==> config.mk <==
export PLATFORM = sky130hd
export DESIGN_NAME = throw_trajectory
export DESIGN_NICKNAME = d
export VERILOG_FILES = /design/src/rtl/throw_trajectory.sv
export SDC_FILE = /design/constraint.sdc
export NUM_CORES = 1
export LEC_CHECK = 0
export ABC_AREA = 1
export CORE_ASPECT_RATIO = 0.8
export CORE_MARGIN = 4
export CORE_UTILIZATION = 39
export CTS_CLUSTER_DIAMETER = 100
export DETAILED_ROUTE_END_ITERATION = 8
export PLACE_DENSITY_LB_ADDON = 0.15
export SETUP_SLACK_MARGIN = 0.4
export SYNTH_ARGS = -nofsm -noshare
export SYNTH_HDL_FRONTEND = slang
export SYNTH_SLANG_ARGS = --single-unit
==> constraint.sdc <==
create_clock -name clk60MHz -period 2.2 [get_ports clk60MHz]
set_input_delay 0.66 -clock clk60MHz [delete_from_list [all_inputs] [get_ports clk60MHz]]
set_output_delay 0.66 -clock clk60MHz [all_outputs]
set_load 0.005 [all_outputs]
==> src/rtl/throw_trajectory.sv <==
// throw_trajectory: charges launch power while fire is held, pulses throw_flag on release, then flies ypos_prebuff along a gravity arc until end_throw
//   clk60MHz      in   system clock
//   rst_n         in   asynchronous active-low reset
//   fire          in   power button level, 1 = held
//   end_throw     in   pulse from simulator: throw resolved, return to idle
//   throw_flag    out  one-cycle registered pulse on release of fire in CHARGE
//   speed         out  [4:0] current / latched launch power
//   ypos_prebuff  out  [11:0] projectile vertical position, pixels
//   busy          out  1 while charging or in flight
module throw_trajectory #(
  parameter int TICK_DIV   = 250000,
  parameter int CHARGE_DIV = 3000000,
  parameter int SPEED_MIN  = 1,
  parameter int SPEED_MAX  = 31,
  parameter int Y_START    = 384,
  parameter int Y_FLOOR    = 768,
  parameter int GRAVITY    = 1
) (
  input  logic        clk60MHz,
  input  logic        rst_n,
  input  logic        fire,
  input  logic        end_throw,
  output logic        throw_flag,
  output logic [4:0]  speed,
  output logic [11:0] ypos_prebuff,
  output logic        busy
);
  localparam int CW = $clog2(CHARGE_DIV + 1);
  localparam int TW = $clog2(TICK_DIV + 1);
  typedef enum logic [1:0] {S_IDLE, S_CHARGE, S_FLIGHT} state_t;
  state_t             r_state, w_state;
  logic               r_fire_d, r_armed, r_dir, w_dir;
  logic [CW-1:0]      r_cc, w_cc;
  logic [TW-1:0]      r_tc, w_tc;
  logic signed [7:0]  r_vy, w_vy;
  logic [4:0]         r_speed, w_speed, w_step;
  logic [11:0]        r_ypos, w_ypos, w_ynext;
  logic               r_flag, w_flag, r_busy;
  logic               w_rise, w_fall, w_wrap, w_tick;
  logic [12:0]        w_sum;
  logic signed [8:0]  w_vsum;
  // r_armed blocks a charge from a fire level already high when reset releases
  assign w_rise  = fire & ~r_fire_d & r_armed;
  assign w_fall  = ~fire & r_fire_d;
  assign w_wrap  = r_cc == CW'(CHARGE_DIV - 1);
  assign w_tick  = r_tc == TW'(TICK_DIV - 1);
  assign w_step  = r_dir ? r_speed - 5'd1 : r_speed + 5'd1;
  // bit 12 of the sum acts as the sign: positions never exceed 12 bits
  assign w_sum   = {1'b0, r_ypos} + {{5{r_vy[7]}}, r_vy};
  assign w_ynext = w_sum[12] ? 12'd0 : (w_sum[11:0] >= 12'(Y_FLOOR) ? 12'(Y_FLOOR) : w_sum[11:0]);
  assign w_vsum  = $signed({r_vy[7], r_vy}) + $signed(9'(GRAVITY));
  always_comb begin
    w_state = r_state;
    w_dir   = r_dir;
    w_cc    = r_cc;
    w_tc    = r_tc;
    w_vy    = r_vy;
    w_speed = r_speed;
    w_ypos  = r_ypos;
    w_flag  = 1'b0;
    case (r_state)
      S_IDLE: begin
        w_ypos = 12'(Y_FLOOR);
        if (w_rise) begin
          w_state = S_CHARGE;
          w_speed = 5'(SPEED_MIN);
          w_cc    = '0;
          w_dir   = 1'b0;
        end
      end
      S_CHARGE: begin
        if (w_fall) begin
          w_state = S_FLIGHT;
          w_flag  = 1'b1;
          w_vy    = -$signed({3'b000, r_speed});
          w_ypos  = 12'(Y_START);
          w_tc    = '0;
        end else begin
          w_cc = w_wrap ? '0 : r_cc + 1'b1;
          if (w_wrap) begin
            w_speed = w_step;
            w_dir   = w_step == 5'(SPEED_MAX) ? 1'b1 : (w_step == 5'(SPEED_MIN) ? 1'b0 : r_dir);
          end
        end
      end
      S_FLIGHT: begin
        if (end_throw) begin
          w_state = S_IDLE;
          w_ypos  = 12'(Y_FLOOR);
        end else begin
          w_tc = w_tick ? '0 : r_tc + 1'b1;
          if (w_tick) begin
            w_ypos = w_ynext;
            w_vy   = w_vsum > 9'sd127 ? 8'sd127 : w_vsum[7:0];
          end
        end
      end
      default: w_state = S_IDLE;
    endcase
  end
  always_ff @(posedge clk60MHz or negedge rst_n) begin
    if (!rst_n) begin
      r_state  <= S_IDLE;
      r_fire_d <= 1'b0;
      r_armed  <= 1'b0;
      r_dir    <= 1'b0;
      r_cc     <= '0;
      r_tc     <= '0;
      r_vy     <= '0;
      r_speed  <= 5'(SPEED_MIN);
      r_ypos   <= 12'(Y_FLOOR);
      r_flag   <= 1'b0;
      r_busy   <= 1'b0;
    end else begin
      r_state  <= w_state;
      r_fire_d <= fire;
      r_armed  <= r_armed | ~fire;
      r_dir    <= w_dir;
      r_cc     <= w_cc;
      r_tc     <= w_tc;
      r_vy     <= w_vy;
      r_speed  <= w_speed;
      r_ypos   <= w_ypos;
      r_flag   <= w_flag;
      r_busy   <= w_state != S_IDLE;
    end
  end
  assign throw_flag   = r_flag;
  assign speed        = r_speed;
  assign ypos_prebuff = r_ypos;
  assign busy         = r_busy;
endmodule

==> results.json <==
{
  "firstDrtPassIters": 4,
  "slew_violations": 0,
  "syn_avg_cell_area_um2": 7.26,
  "path_buf_inv": 0,
  "synth_cells": 691,
  "synth.net_count": 723,
  "clk_pin_slew_ns": 0.06,
  "place_congestion": 0.903,
  "port_buffers": 22,
  "swShare_pct": 42.9,
  "max_cap_viol_count": 0,
  "cpPeakStageDelay_ns": 0.40,
  "design_area_um2": 6870,
  "drive_gt1_share_pct": 28.2,
  "dr_total_vias": 4964,
  "routed_wirelength_mm": 14.1,
  "synth_area_um2": 5020,
  "finalCritPeriodShare_pct": 90.7,
  "ant_nets": 0,
  "slew_headroom_pct": 69.0,
  "core_area_um2": 12400,
  "synth.most_common_cell": "nand2_1",
  "synth_top_area_share_pct": 34.4,
  "max_freq_ghz": 0.501,
  "critPathLaunch": "ypos_prebuff[0]",
  "via_per_inst": 5.13,
  "ys_ff_latch": 72,
  "synth-xor-area-share_pct": 4.01,
  "yosysSeqAreaShare_pct": 36.0,
  "worstMarginPinSlew_ns": 0.465,
  "worstPathArrival_ns": 2.25,
  "clk_path_buf_depth": 2,
  "cts-root-buf": "clkbuf_16",
  "clk_latency_ns": 0.33,
  "synthMuxAreaShare_pct": 0,
  "synthAdderAreaFrac_pct": 7.28,
  "path_cells": "ha_2 -> fa_2 -> nand3_2 -> nand3_4 -> nand3_2 -> nand3_2 -> nand2_1 -> nand2_2 -> nor2_4 -> nand2_4 -> o21ai_2",
  "synth_compound_area_share_pct": 9.65,
  "die-area_um2": 14800,
  "nets": 824,
  "p_comb_share_pct": 58.8,
  "p_leak_nw": 3.25,
  "cp_top_family": "simple AND/OR/NAND/NOR gates",
  "synth_ff_type": "dfrtp_1",
  "yosys.area.top_type": "dfrtp_1",
  "cts_tree": "yes",
  "synth_top_family_by_area": "simple AND/OR/NAND/NOR gates",
  "crit_fanout": 5,
  "avgRoutedWirePerCell_um": 14.5,
  "crit_type": "flip-flop to flip-flop",
  "p_clk_share_pct": 20.6,
  "power_density_nw_per_um2": 1220,
  "grt_remaining_overflow": 0,
  "crit_path_start_kind": "flip-flop",
  "initial_core_util_pct": 40.5,
  "worstReg2RegStart": "ypos_prebuff[0]",
  "synthSimpleGateAreaFrac_pct": 34.9,
  "rsz0062_at_grt": "yes",
  "critical_path.endpoint_type": "flip-flop",
  "yosysWarningCount": 0,
  "hold_class": "primary input to async pin",
  "drc_errors": 0,
  "syn2layout_area_growth_pct": 37.0,
  "ys_top_cells_by_area": "dfrtp_1 (34%), nand2_1 (13%), inv_1 (6.6%)",
  "die_y_um": 109,
  "place_area_um2": 5810,
  "fp.dieW_um": 135,
  "htreeDepth": 3,
  "crit_top_cell": "nand3_2",
  "grt_pass1_wl_mm": 23.7,
  "synth_edf_count": 0,
  "finalHoldViolCount": 0,
  "grt_max_degree": 34,
  "ioPinCount": 23,
  "power_switching_w": 0.00360,
  "skew_ns": 0.00758,
  "drtIter0Drc": 276,
  "critPathSlowestCell": "dfrtp_1",
  "cp.required_ns": 2.46,
  "grt_pass1_vias": 4839,
  "antenna_found_initial": 0,
  "setup_violations": 0,
  "p_int_w": 0.00479,
  "dp_hpwl_mm": 10.4,
  "grt_use_total_pct": 20.0,
  "p_seq_share_pct": 20.6,
  "yosys-top-cells-count": "nand2_1 (175), inv_1 (88), nor2_1 (74), dfrtp_1 (69), nand3_1 (53)",
  "worst_hold_slack_ns": 0.287,
  "std_cell_rows": 36,
  "period_needed_ns": 2.00,
  "postSynth.asyncResetShare_pct": 100,
  "synth_cell_types": 44,
  "numClockSinks": 72,
  "cts_buffers": 9,
  "max-vdd-ir-drop_mv": 0.761,
  "status": "complete, no violations",
  "fin_tns_setup_ns": 0,
  "diodes": 0
}
[worst paths after layout]
check / to / cells past startpoint / slack [ns]
max: ypos_prebuff[0] / 11 / 0.20
min: busy / 1 / 0.29
max in group asynchronous: r_tc[13] / 2 / 1.39
max reg2reg: ypos_prebuff[0] / 11 / 0.20
min reg2reg: r_armed / 1 / 0.49
min in group clk60MHz: r_armed / 1 / 0.49
[worst register-to-register path, delay by kind of cell, from the launching register on]
family / cells / cell delay, ns
AO/OA/AOI/OAI: 1 / 0.13
adder cells (fa/ha/maj): 2 / 0.58
flip-flops: 1 / 0.40
AND/OR/NAND/NOR: 8 / 0.82
[routing by layer]
| layer | wire length (um) | GRT usage [%] | vias up |
|---|---|---|---|
| li1 | - | - | 2456 |
| met1 | 7090 | 29.2 | 2395 |
| met2 | 6140 | 30.6 | 103 |
| met3 | 718 | 4.35 | 10 |
| met4 | 102 | 3.85 | 0 |
| met5 | 0 | 0 | - |
[cell type report]
cell class	count	area (um2)
clock buffers	11	253
repair buffers	97	817
flip-flops and latches	72	1820
multi-input cells	517	3300
inverters	95	372
fillers	1179	5510
clock inverters	5	103
well taps	171	214
[cells in the final DEF, fill, tap and decap left out, types with 5 or more instances in the layout]
master,count
o21ai_1,5
o21ai_0,23
xor2_1,15
inv_1,86
clkbuf_16,9
nand3_1,43
a21oi_1,26
a21oi_2,9
nor3_1,19
xnor2_1,5
dlygate4sd2_1,16
nand2_4,7
nor4_1,5
nand4_1,24
nor2_2,10
nor2_1,62
buf_6,5
nand2_1,154
nand2_2,21
ha_4,15
dfrtp_1,59
nor3_2,5
dfrtp_2,10
nor2_4,7
ha_1,8
buf_4,67
inv_2,6
nand3_2,11
[power by group through the flow]
stage | clock network (W) | logic (W) | registers [W]
2_1_floorplan | 0 | 0.00233 | 0.00174
3_3_place_gp | 0 | 0.00378 | 0.00174
3_5_place_dp | 0 | 0.00382 | 0.00174
4_1_cts | 0.00175 | 0.00441 | 0.00170
5_1_grt | 0.00182 | 0.00540 | 0.00174
6_report | 0.00173 | 0.00493 | 0.00173
[sequential cells by signal, summed over array words and instances, names as in the netlist]
name          flops
r_armed           1
r_dir             1
speed             5
throw_flag        1
r_tc             18
r_cc             22
r_fire_d          1
r_state           2
ypos_prebuff     12
busy              1
r_vy              8
[metrics by stage]
stage / setup WS (ns) / cells / power, W / utilization [%]
global route: 0.0703 / 968 / 0.00897 / 55.5
global placement: -0.157 / 924 / 0.00552 / 46.9
detailed placement: -0.196 / 924 / 0.00556 / 46.9
floorplan: 0.360 / 691 / 0.00407 / -
CTS: 0.175 / 962 / 0.00786 / 53.1
finish: 0.205 / 968 / 0.00839 / 55.5
[what timing repair did]
item,CTS,global route
pin swaps,17,20
gates resized for setup,83,63
endpoints found under the setup margin,77,51
hold buffers,0,0
buffers inserted,22,6
[logic make-up after synthesis]
logic type | count (synthesis)
AND/OR/NAND/NOR | 382
buffers and inverters | 102
flip-flops | 72
AO/OA/AOI/OAI | 84
adder cells (fa/ha/maj) | 28
XOR/XNOR | 23
Note: power is estimated with default switching activity, not from simulation.
